==> src/rtl/abh_sequencer_if.sv <==
// Bus-side signal bundle for abh_sequencer: request/mode/ready inputs and
// the address-high select, status and cycle-count outputs.
interface abh_sequencer_if #(
    parameter int CYC_W = 3
) ();
    logic             START;
    logic [2:0]       MODE;
    logic             RDY;
    logic             PAGE_CROSS;
    logic [2:0]       CNTL;
    logic             ABH_INC;
    logic             BUSY;
    logic             DONE;
    logic             ERR;
    logic [CYC_W-1:0] CYCLES;

    modport master (
        output START, MODE, RDY, PAGE_CROSS,
        input  CNTL, ABH_INC, BUSY, DONE, ERR, CYCLES
    );

    modport slave (
        input  START, MODE, RDY, PAGE_CROSS,
        output CNTL, ABH_INC, BUSY, DONE, ERR, CYCLES
    );
endinterface

==> src/rtl/abh_sequencer.sv <==
// Address-high sequencer: steps through the bus cycles of each addressing
// mode, selecting the ADH source and requesting page-cross increments.
module abh_sequencer #(
    parameter int CYC_W = 3
) (
    input logic           CLK,
    input logic           RST_N,
    abh_sequencer_if.slave bus
);
    localparam logic [2:0] M_ABS     = 3'd0;
    localparam logic [2:0] M_ABS_IDX = 3'd1;
    localparam logic [2:0] M_ZP      = 3'd2;
    localparam logic [2:0] M_STACK   = 3'd3;
    localparam logic [2:0] M_IND     = 3'd4;

    typedef enum logic [3:0] {
        S_IDLE, S_FETCH_LO, S_FETCH_HI, S_OPER, S_FIXUP,
        S_PTR_LO, S_PTR_HI, S_ZPAGE, S_STACK
    } state_e;

    state_e           state_q, state_d;
    logic [2:0]       mode_q, mode_d;
    logic             pc_q, pc_d;
    logic [CYC_W-1:0] cycles_q, cycles_d;
    logic             done_q, done_d;
    logic             err_q, err_d;

    logic [2:0]       cntl;
    logic             abh_inc;
    logic             busy;

    // NOTE: state registers use non-blocking assignments only; the reset is
    // sampled on the clock edge, so it sits inside the clocked branch.
    always_ff @(posedge CLK) begin
        if (!RST_N) begin
            state_q  <= S_IDLE;
            mode_q   <= 3'd0;
            pc_q     <= 1'b0;
            cycles_q <= '0;
            done_q   <= 1'b0;
            err_q    <= 1'b0;
        end else begin
            state_q  <= state_d;
            mode_q   <= mode_d;
            pc_q     <= pc_d;
            cycles_q <= cycles_d;
            done_q   <= done_d;
            err_q    <= err_d;
        end
    end

    // NOTE: every variable gets a default first so no path infers a latch.
    always_comb begin
        state_d  = state_q;
        mode_d   = mode_q;
        pc_d     = pc_q;
        cycles_d = cycles_q;
        done_d   = 1'b0;
        err_d    = 1'b0;
        if (bus.RDY) begin
            if (state_q == S_IDLE) begin
                if (bus.START) begin
                    mode_d   = bus.MODE;
                    cycles_d = '0;
                    case (bus.MODE)
                        M_ABS, M_ABS_IDX, M_ZP, M_IND: state_d = S_FETCH_LO;
                        M_STACK:                       state_d = S_STACK;
                        default: begin
                            done_d = 1'b1;
                            err_d  = 1'b1;
                        end
                    endcase
                end
            end else begin
                if (cycles_q != '1) cycles_d = cycles_q + 1'b1;
                case (state_q)
                    S_FETCH_LO: state_d = (mode_q == M_ZP) ? S_ZPAGE : S_FETCH_HI;
                    S_FETCH_HI: state_d = (mode_q == M_IND) ? S_PTR_LO : S_OPER;
                    S_PTR_LO: begin
                        pc_d    = bus.PAGE_CROSS;
                        state_d = S_PTR_HI;
                    end
                    S_PTR_HI:   state_d = S_OPER;
                    S_OPER: begin
                        if (mode_q == M_ABS_IDX && bus.PAGE_CROSS) begin
                            state_d = S_FIXUP;
                        end else begin
                            state_d = S_IDLE;
                            done_d  = 1'b1;
                        end
                    end
                    default: begin
                        state_d = S_IDLE;
                        done_d  = 1'b1;
                    end
                endcase
            end
        end
    end

    always_comb begin
        cntl    = 3'b000;
        abh_inc = 1'b0;
        busy    = (state_q != S_IDLE);
        case (state_q)
            S_FETCH_LO, S_FETCH_HI:      cntl = 3'b001;
            S_OPER, S_PTR_LO:            cntl = 3'b010;
            S_FIXUP: begin
                cntl    = 3'b010;
                abh_inc = 1'b1;
            end
            S_PTR_HI: begin
                cntl    = 3'b010;
                abh_inc = pc_q;
            end
            S_STACK:                     cntl = 3'b100;
            default:                     cntl = 3'b000;
        endcase
    end

    assign bus.CNTL    = cntl;
    assign bus.ABH_INC = abh_inc;
    assign bus.BUSY    = busy;
    assign bus.DONE    = done_q;
    assign bus.ERR     = err_q;
    assign bus.CYCLES  = cycles_q;
endmodule
==> src/flat_wrapper.sv <==
// flat-port wrapper written by rule: the top's interface ports become plain ports
module abh_sequencer_flat 
#(
    parameter int CYC_W = 3
)
  (CLK, RST_N, bus_START, bus_MODE, bus_RDY, bus_PAGE_CROSS, bus_CNTL, bus_ABH_INC, bus_BUSY, bus_DONE, bus_ERR, bus_CYCLES);
  abh_sequencer_if #(.CYC_W(CYC_W)) bus_i ();
  input logic CLK;
  input logic RST_N;
  input wire logic [$bits(bus_i.START)-1:0] bus_START;
  input wire logic [$bits(bus_i.MODE)-1:0] bus_MODE;
  input wire logic [$bits(bus_i.RDY)-1:0] bus_RDY;
  input wire logic [$bits(bus_i.PAGE_CROSS)-1:0] bus_PAGE_CROSS;
  output wire logic [$bits(bus_i.CNTL)-1:0] bus_CNTL;
  output wire logic [$bits(bus_i.ABH_INC)-1:0] bus_ABH_INC;
  output wire logic [$bits(bus_i.BUSY)-1:0] bus_BUSY;
  output wire logic [$bits(bus_i.DONE)-1:0] bus_DONE;
  output wire logic [$bits(bus_i.ERR)-1:0] bus_ERR;
  output wire logic [$bits(bus_i.CYCLES)-1:0] bus_CYCLES;
  assign bus_i.START = bus_START;
  assign bus_i.MODE = bus_MODE;
  assign bus_i.RDY = bus_RDY;
  assign bus_i.PAGE_CROSS = bus_PAGE_CROSS;
  assign bus_CNTL = bus_i.CNTL;
  assign bus_ABH_INC = bus_i.ABH_INC;
  assign bus_BUSY = bus_i.BUSY;
  assign bus_DONE = bus_i.DONE;
  assign bus_ERR = bus_i.ERR;
  assign bus_CYCLES = bus_i.CYCLES;
  abh_sequencer #(.CYC_W(CYC_W)) u_core (.CLK(CLK), .RST_N(RST_N), .bus(bus_i));
endmodule
==> config.mk <==
export PLATFORM = sky130hd
export DESIGN_NAME = abh_sequencer_flat
export DESIGN_NICKNAME = d
export VERILOG_FILES = /design/src/rtl/abh_sequencer_if.sv /design/src/rtl/abh_sequencer.sv /design/src/flat_wrapper.sv
export SDC_FILE = /design/constraint.sdc
export NUM_CORES = 1
export LEC_CHECK = 0
export ABC_AREA = 0
export BUFFER_PORTS_ARGS = -buffer_cell sky130_fd_sc_hd__buf_2
export CORE_MARGIN = 4
export CORE_UTILIZATION = 51
export CTS_CLUSTER_DIAMETER = 60
export DETAILED_ROUTE_END_ITERATION = 16
export PLACE_DENSITY_LB_ADDON = 0.2
export SLEW_MARGIN = 20
export SYNTH_ARGS = -nofsm -noshare
export SYNTH_HDL_FRONTEND = slang
export SYNTH_SLANG_ARGS = --single-unit
==> constraint.sdc <==
create_clock -name CLK -period 1.9 [get_ports CLK]
set_input_delay 0.19 -clock CLK [delete_from_list [all_inputs] [get_ports CLK]]
set_output_delay 0.19 -clock CLK [all_outputs]
set_load 0.005 [all_outputs]
==> impl_metrics.env, run 1 <==
export IMPL_status="completed"
export IMPL_worst_slew_pin_slew_ns=0.5013
export IMPL_peakVddDrop_mv=0.3954
export IMPL_areaGrowthSynthToFinish_pct=16.80
export IMPL_layout_cells_non_filler=133
export IMPL_dpl_instance_area_sq_um=878.3
export IMPL_setup_tns_final_ns=0
export IMPL_nNetsFinal=129
export IMPL_min_to="u_core.mode_q[2]"
export IMPL_start_util_pct=56.69
export IMPL_synth_top_area_cell="dfxtp_1"
export IMPL_cts_sinks=13
export IMPL_finalHoldViolCount=0
export IMPL_synth_seq_cells=13
export IMPL_grt_max_degree=14
export IMPL_n_antenna_cell=0
export IMPL_cts_tree="built"
export IMPL_post_cts_buffers=0
export IMPL_min_path_cells=3
export IMPL_viasPerCell=5.744
export IMPL_hp_class="in -> reg"
export IMPL_powerDensity_mw_per_mm2=677.7
export IMPL_critPathMaxFanout=5
export IMPL_cts_resized=0
export IMPL_wl_per_cell_microns=13.01
export IMPL_crit_arrival_ns=1.52
export IMPL_clock_latency_ns=0.28
export IMPL_rows=13
export IMPL_synth_area_leaders="dfxtp_1, nand2_1, a21oi_1"
export IMPL_die_width_microns=46.97
export IMPL_power_leakage_nw=0.3916
export IMPL_synthDistinctLibCells=30
export IMPL_grt_pass1_vias=608
export IMPL_grt_ovfl_total=0
export IMPL_drv_slew=0
export IMPL_ioPinCount=18
export IMPL_root_buffer="clkbuf_4"
export IMPL_r2r_setup_slack_ns=0.29
export IMPL_syn_inst=99
export IMPL_die_area_sq_mm=0.002206
export IMPL_core_sq_mm=0.001366
export IMPL_critical_path_cell_chain="or4_1 -> buf_2"
export IMPL_portBuffers=17
export IMPL_syn_cell_area_sq_um=774.5
export IMPL_endpoint_kind="output port"
export IMPL_period_share_pct=89.93
export IMPL_synth_edff_count=0
export IMPL_h_tree_depth=1
export IMPL_postSynthAreaPerCell_sq_um=7.823
export IMPL_reg2regPathDepth=4
export IMPL_grtUsageTotal_pct=16.51
export IMPL_crit_type="reg -> out"
export IMPL_required_ns=1.71
export IMPL_r2r_start="u_core.state_q[3]"
export IMPL_cts_buffer_depth=2
export IMPL_drv_cap=0
export IMPL_start_kind="register"
export IMPL_dpl_hpwl_microns=1236
export IMPL_crit_start="u_core.state_q[3]"
export IMPL_grt_pass1_wl_microns=2615
export IMPL_antenna_found_initial=0
export IMPL_finalWeightedCongestion=0.7471
export IMPL_crit_slowest_cell="or4_1"
export IMPL_layout_drive_gt1_share_pct=22.03
export IMPL_hold_start="bus_MODE[2]"
export IMPL_cts_reportedPaths_clkPinSlew_ns=0.09
export IMPL_syn_nets=109
export IMPL_dpl_cell_count=129
export IMPL_synth_top_cells_by_count="nand2_1, dfxtp_1, nor2_1"
export IMPL_synth_top_area_share_pct=33.60
export IMPL_slew_headroom_pct=66.23
export IMPL_fin_area_sq_um=904.6
export IMPL_final_antenna_net_count=0
export IMPL_fmax_mhz=585.2
export IMPL_firstDrtPassIters=4
export IMPL_min_period_ns=1.709
export IMPL_post_route_drc_count=0
export IMPL_critPathMaxStageDelay_ns=0.71
export IMPL_skew_ns=0.007710
export IMPL_die_h_microns=46.97
export IMPL_via_count=764
export IMPL_synth_most_common_cell="nand2_1"
export IMPL_cts_buffers=3
export IMPL_setup_viol=0
export IMPL_wirelength_microns=1730
export IMPL_r2r_end="u_core.mode_q[0]"
export IMPL_async_flop_share_pct=0
export IMPL_ys_seq_area_share_pct=33.60
export IMPL_synth_main_ff_cell="dfxtp_1"
export IMPL_cts_hold_buf=0
export IMPL_yosysWarnings=0
export IMPL_rsz0062_at_grt="no"
export IMPL_drt_iter0_markers=12
## how the worst max path moves through the flow
stage | to | slack [ns] | cells past startpoint
final | bus_BUSY | 0.19 | 2
after global routing | bus_BUSY | 0.14 | 2
after CTS | bus_BUSY | 0.18 | 2
after detailed placement | u_core.mode_q[1] | 0.30 | 4
after global placement | u_core.mode_q[2] | 0.34 | 4
after floorplan | u_core.mode_q[0] | 0.45 | 5
## worst max-delay path: cells and delay by family (launching register included)
family                 cells  cell delay [ns]
buffers and inverters      1             0.21
AND/OR/NAND/NOR            1             0.71
flip-flops                 1             0.31
## placed cells by master, fill, tap and decap left out, types with 2 or more instances in the layout
cell type,n
buf_2,17
nand2_1,15
dfxtp_1,13
nor2_1,12
a21oi_1,9
nor3_1,6
o21ai_0,4
mux2i_1,4
buf_4,4
nand2b_1,3
o22ai_1,3
clkbuf_4,3
nor2b_1,2
nor4b_1,2
nand4_1,2
inv_1,2
ha_1,2
## area by class of cell
cell class	count	area, sq um
Fill cell	124	461.7
Inverter	2	7.507
Clock buffer	4	26.28
Tap cell	15	18.77
Sequential cell	13	260.3
Timing Repair Buffer	21	115.1
Multi-Input combinational cell	78	476.7
## routing by layer
metal	part of all wire [%]	wire [microns]	GRT usage (%)	up-vias
met1	47	819	23.09	345
met3	5.8	100	2.299	4
met2	45	785	24.66	24
met4	1.4	25	8.287	0
met5	0	0	0	-
li1	-	-	-	391
## power by group
group | switching [mW] | internal [mW] | leakage, nW
clock | 0.0941 | 0.0814 | 0.0150
sequential | 0.0105 | 0.285 | 0.106
combinational | 0.0832 | 0.0585 | 0.271
total | 0.188 | 0.425 | 0.392
## logic make-up (layout without fill, tap and decap cells)
| logic type | count (synthesis) | after routing | synth area share (%) |
|---|---|---|---|
| AND/OR/NAND/NOR | 49 | 49 | 34.90 |
| AO/OA/AOI/OAI | 22 | 22 | 17.13 |
| flip-flops | 13 | 13 | 33.60 |
| buffers and inverters | 8 | 27 | 4.847 |
| multiplexers | 4 | 4 | 5.170 |
| adder cells (fa/ha/maj) | 2 | 2 | 3.231 |
| XOR/XNOR | 1 | 1 | 1.131 |
## state kept, by name, summed over array words and instances (netlist names)
| name | cells |
|---|---|
| u_core.bus.ERR | 1 |
| u_core.bus.DONE | 1 |
| u_core.bus.CYCLES | 3 |
| u_core.state_q | 4 |
| u_core.pc_q | 1 |
| u_core.mode_q | 3 |
## per-stage QoR
stage	hold WS, ns	power, mW	setup slack (ns)	utilization [%]
floorplan	0.3372	0.4050	0.4462	-
global placement	0.4488	0.4396	0.3368	64.29
detailed placement	0.4589	0.4433	0.3039	64.29
CTS	0.1651	0.6174	0.1753	66.21
global route	0.1825	0.6411	0.1363	66.21
finish	0.1714	0.6130	0.1913	66.21
Note: power is estimated with default switching activity, not from simulation.
==> run 2: changes to the inputs <==
--- a/config.mk
+++ b/config.mk
@@ -5,10 +5,9 @@
 export SDC_FILE = /design/constraint.sdc
 export NUM_CORES = 1
 export LEC_CHECK = 0
-export ABC_AREA = 0
 export BUFFER_PORTS_ARGS = -buffer_cell sky130_fd_sc_hd__buf_2
 export CORE_MARGIN = 4
-export CORE_UTILIZATION = 51
+export CORE_UTILIZATION = 50
 export CTS_CLUSTER_DIAMETER = 60
 export DETAILED_ROUTE_END_ITERATION = 16
 export PLACE_DENSITY_LB_ADDON = 0.2
==> run 2 against run 1 <==
  * Global-route usage is 1.4 points higher
  * Sequential cell count unchanged
  * First-iteration DRC count up 67%
  * Register-to-register slack improved by 0.02 ns
  * Setup slack improved by 0.0087 ns
  * Routed wire length fell by 1.3%
  * Critical path type unchanged
  * Critical endpoint unchanged
  * Largest cell class unchanged
  * Largest power group unchanged
==> impl_metrics.env, run 2 (synthesized netlist as in run 1, its figures left out) <==
export IMPL_drv_slew=0
export IMPL_critPathMaxFanout=5
export IMPL_die_h_microns=47.36
export IMPL_power_mw=0.6048
export IMPL_drv_cap=0
export IMPL_n_antenna_cell=0
export IMPL_final_antenna_net_count=0
export IMPL_layout_drive_gt1_share_pct=22.03
export IMPL_power_leakage_nw=0.3916
export IMPL_portBuffers=17
export IMPL_status="completed"
export IMPL_worst_slew_pin_slew_ns=0.4381
export IMPL_firstDrtPassIters=4
export IMPL_hold_start="bus_MODE[2]"
export IMPL_p_switching_mw=0.1799
export IMPL_start_util_pct=56.02
export IMPL_cts_resized=0
export IMPL_setup_tns_final_ns=0
export IMPL_r2r_start="u_core.state_q[3]"
export IMPL_pwr_share_comb_pct=23.2
export IMPL_finalHoldViolCount=0
export IMPL_nNetsFinal=129
export IMPL_fmax_mhz=588.2
export IMPL_grt_pass1_vias=651
export IMPL_min_period_ns=1.700
export IMPL_clkPwrFrac_pct=27.9
export IMPL_ioPinCount=18
export IMPL_via_count=773
export IMPL_areaGrowthSynthToFinish_pct=16.80
export IMPL_mostFrequentLayoutCell="buf_2"
export IMPL_wl_per_cell_microns=12.84
export IMPL_post_route_drc_count=0
export IMPL_rsz0062_at_grt="no"
export IMPL_start_kind="register"
export IMPL_setup_slack_ns=0.2000
export IMPL_post_cts_buffers=0
export IMPL_viasPerCell=5.812
export IMPL_n_fill_cell=141
export IMPL_required_ns=1.71
export IMPL_largest_register="u_core.state_q"
export IMPL_finalCoreUtilization_pct=65.43
export IMPL_h_tree_depth=1
export IMPL_switching_share_pct=29.74
export IMPL_rows=13
export IMPL_skew_ns=0.0007868
export IMPL_critPathMaxStageDelay_ns=0.71
export IMPL_powerDensity_mw_per_mm2=668.6
export IMPL_crit_slowest_cell="or4_1"
export IMPL_setup_viol=0
export IMPL_crit_start="u_core.state_q[3]"
export IMPL_dpl_instance_area_sq_um=878.3
export IMPL_largest_reg_flops=4
export IMPL_dpl_cell_count=129
export IMPL_die_area_sq_mm=0.002243
export IMPL_dpl_hpwl_microns=1268
export IMPL_root_buffer="clkbuf_4"
export IMPL_critical_path_cell_chain="or4_1 -> buf_2"
export IMPL_grt_ovfl_total=0
export IMPL_crit_type="reg -> out"
export IMPL_drt_iter0_markers=20
export IMPL_cts_buffer_depth=2
export IMPL_antenna_found_initial=0
export IMPL_finalWeightedCongestion=0.7943
export IMPL_final_cell_mix="buf_2, nand2_1, dfxtp_1"
export IMPL_wirelength_microns=1708
export IMPL_grt_max_degree=14
export IMPL_cts_tree="built"
export IMPL_crit_arrival_ns=1.51
export IMPL_fin_area_sq_um=904.6
export IMPL_peakVddDrop_mv=0.6156
export IMPL_cts_hold_buf=0
export IMPL_hp_class="in -> reg"
export IMPL_cts_sinks=13
export IMPL_layout_cells_non_filler=133
export IMPL_grtUsageTotal_pct=17.87
export IMPL_p_int_mw=0.4249
export IMPL_cts_reportedPaths_clkPinSlew_ns=0.08
export IMPL_cts_buffers=3
export IMPL_endpoint_kind="output port"
export IMPL_sequentialPowerShare_pct=48.9
export IMPL_clock_latency_ns=0.27
export IMPL_die_width_microns=47.36
export IMPL_slew_headroom_pct=70.49
export IMPL_preCtsSetupSlack_ns=0.3065
export IMPL_period_share_pct=89.47
export IMPL_holdWs_ns=0.1846
export IMPL_core_sq_mm=0.001383
export IMPL_grt_pass1_wl_microns=2822
-- run 2: critical path: cells and delay by family (launching register included) --
family | cells | cell delay, ns
flip-flops | 1 | 0.31
buffers and inverters | 1 | 0.21
AND/OR/NAND/NOR | 1 | 0.71
-- run 2: layout make-up --
type | instances | area, sq um | area share (%)
Clock buffer | 4 | 26.28 | 2.905
Inverter | 2 | 7.507 | 0.8299
Tap cell | 15 | 18.77 | 2.075
Sequential cell | 13 | 260.3 | 28.77
Multi-Input combinational cell | 78 | 476.7 | 52.70
Timing Repair Buffer | 21 | 115.1 | 12.72
-- run 2: worst paths after layout --
check                      to  slack [ns]  cells past startpoint
max                  bus_BUSY        0.20                      2
min          u_core.mode_q[2]        0.18                      3
min reg2reg       u_core.pc_q        0.52                      2
max reg2reg  u_core.mode_q[0]        0.31                      4
-- run 2: power by group through the flow --
stage / clock network (mW) / registers (mW) / logic (mW)
3_3_place_gp: 0 / 0.301 / 0.139
4_1_cts: 0.175 / 0.295 / 0.142
6_report: 0.169 / 0.296 / 0.140
5_1_grt: 0.192 / 0.298 / 0.157
2_1_floorplan: 0 / 0.302 / 0.103
3_5_place_dp: 0 / 0.302 / 0.140
-- run 2: per-layer routing --
layer	global-route usage, %	wire (microns)
met1	23.57	794
met2	28.34	771
met3	3.831	117
met4	6.630	24
met5	0	0
==> run 3: changes to the inputs <==
--- a/config.mk
+++ b/config.mk
@@ -6,7 +6,7 @@
 export NUM_CORES = 1
 export LEC_CHECK = 0
 export BUFFER_PORTS_ARGS = -buffer_cell sky130_fd_sc_hd__buf_2
-export CORE_MARGIN = 4
+export CORE_MARGIN = 2
 export CORE_UTILIZATION = 50
 export CTS_CLUSTER_DIAMETER = 60
 export DETAILED_ROUTE_END_ITERATION = 16
==> run 3 against run 2 <==
  * Clock skew grew 0.0013 ns
  * Non-clock buffer count stayed put
  * Register-to-register slack lost 0.03 ns
  * Worst hold slack worse by 0.0067 ns
  * Total power fell by 0.19%
  * Critical path type unchanged
  * Highest routed layer unchanged
==> impl_metrics.env, run 3 (synthesized netlist as in run 1, its figures left out) <==
export IMPL_status="completed"
export IMPL_largest_register="u_core.state_q"
export IMPL_drv_cap=0
export IMPL_grt_pass1_vias=638
export IMPL_die_area_sq_mm=0.001880
export IMPL_critPathMaxFanout=5
export IMPL_cts_reportedPaths_clkPinSlew_ns=0.08
export IMPL_core_sq_mm=0.001471
export IMPL_cts_resized=0
export IMPL_areaGrowthSynthToFinish_pct=16.96
export IMPL_portBuffers=17
export IMPL_clock_latency_ns=0.27
export IMPL_n_fill_cell=147
export IMPL_layout_cells_non_filler=134
export IMPL_mostFrequentLayoutCell="buf_2"
export IMPL_post_cts_buffers=0
export IMPL_antenna_found_initial=0
export IMPL_min_path_cells=3
export IMPL_required_ns=1.71
export IMPL_rows=14
export IMPL_min_to="u_core.mode_q[0]"
export IMPL_rsz0062_at_grt="no"
export IMPL_die_h_microns=43.36
export IMPL_start_util_pct=52.64
export IMPL_wl_per_cell_microns=12.06
export IMPL_h_tree_depth=1
export IMPL_finalHoldViolCount=0
export IMPL_drv_slew=0
export IMPL_cts_tree="built"
export IMPL_setup_tns_final_ns=0
export IMPL_hold_start="bus_MODE[0]"
export IMPL_cts_buffer_depth=2
export IMPL_root_buffer="clkbuf_4"
export IMPL_drt_iter0_markers=42
export IMPL_grt_pass1_wl_microns=2746
export IMPL_r2r_start="u_core.state_q[3]"
export IMPL_powerDensity_mw_per_mm2=666.4
export IMPL_reg2regPathDepth=4
export IMPL_post_route_drc_count=0
export IMPL_nNetsFinal=129
export IMPL_power_leakage_nw=0.3916
export IMPL_grt_ovfl_total=0
export IMPL_firstDrtPassIters=4
export IMPL_crit_arrival_ns=1.52
export IMPL_final_antenna_net_count=0
export IMPL_die_width_microns=43.36
export IMPL_via_count=769
export IMPL_grt_max_degree=14
export IMPL_cts_hold_buf=0
export IMPL_peakVddDrop_mv=0.3704
export IMPL_preCtsSetupSlack_ns=0.2866
export IMPL_final_cell_mix="buf_2, nand2_1, dfxtp_1"
export IMPL_start_kind="register"
export IMPL_n_antenna_cell=0
export IMPL_cts_sinks=13
export IMPL_layout_drive_gt1_share_pct=22.03
export IMPL_r2r_end="u_core.mode_q[1]"
export IMPL_crit_type="reg -> out"
export IMPL_worst_slew_pin_slew_ns=0.4361
export IMPL_grtUsageTotal_pct=19.26
export IMPL_viasPerCell=5.739
export IMPL_setup_viol=0
export IMPL_hp_class="in -> reg"
export IMPL_ioPinCount=18
export IMPL_endpoint_kind="output port"
export IMPL_setup_slack_ns=0.1893
export IMPL_holdWs_ns=0.1778
export IMPL_r2r_setup_slack_ns=0.28
export IMPL_wirelength_microns=1616
export IMPL_period_share_pct=90.03
export IMPL_dpl_hpwl_microns=1217
export IMPL_cts_buffers=3
export IMPL_slew_headroom_pct=70.62
export IMPL_skew_ns=0.002099
export IMPL_finalWeightedCongestion=0.7754
export IMPL_power_mw=0.6037
export IMPL_dpl_cell_count=130
export IMPL_largest_reg_flops=4
export IMPL_min_period_ns=1.711
export IMPL_fmax_mhz=584.6
[run 3: cell counts in the layout (fill, tap and decap cells not counted)]
No cell type changed its count.
[run 3: final cells by class]
cell class                      instances  area, sq um  area share (%)
Clock buffer                            4        26.28           2.901
Inverter                                2        7.507          0.8287
Multi-Input combinational cell         78        476.7           52.62
Sequential cell                        13        260.3           28.73
Tap cell                               16        20.02           2.210
Timing Repair Buffer                   21        115.1           12.71
[run 3: report_power, final]
| group | total [mW] | switching, mW | internal, mW |
|---|---|---|---|
| Combinational | 0.141 | 0.0823 | 0.0584 |
| Clock | 0.167 | 0.0861 | 0.0813 |
| Sequential | 0.296 | 0.0103 | 0.285 |
[run 3: worst max-delay path by stage]
stage                            from                to  depth (start not counted)
global placement    u_core.state_q[3]  u_core.mode_q[2]                          4
finish              u_core.state_q[3]          bus_BUSY                          2
floorplan           u_core.state_q[3]  u_core.mode_q[0]                          5
CTS                 u_core.state_q[3]          bus_BUSY                          2
global route        u_core.state_q[3]          bus_BUSY                          2
detailed placement  u_core.state_q[3]  u_core.mode_q[1]                          4
[run 3: metal layers]
layer	track usage [%]	share of wire (%)	up-vias
met5	0	0	-
met4	7.273	0.56	0
met3	3.750	4.7	2
met2	29.55	45	21
met1	26.89	49	352
li1	-	-	394
[run 3: critical path, cell delays in order, from the launching register on]
cell and delay [ns]:
dfxtp_1 0.32, or4_1 0.72, buf_2 0.21
[run 3: through the flow]
stage	util, %	area, sq um
after floorplan	-	774.5
after global placement	59.78	879.6
after detailed placement	59.78	879.6
after CTS	61.56	905.9
after global routing	61.56	905.9
final	61.56	905.9
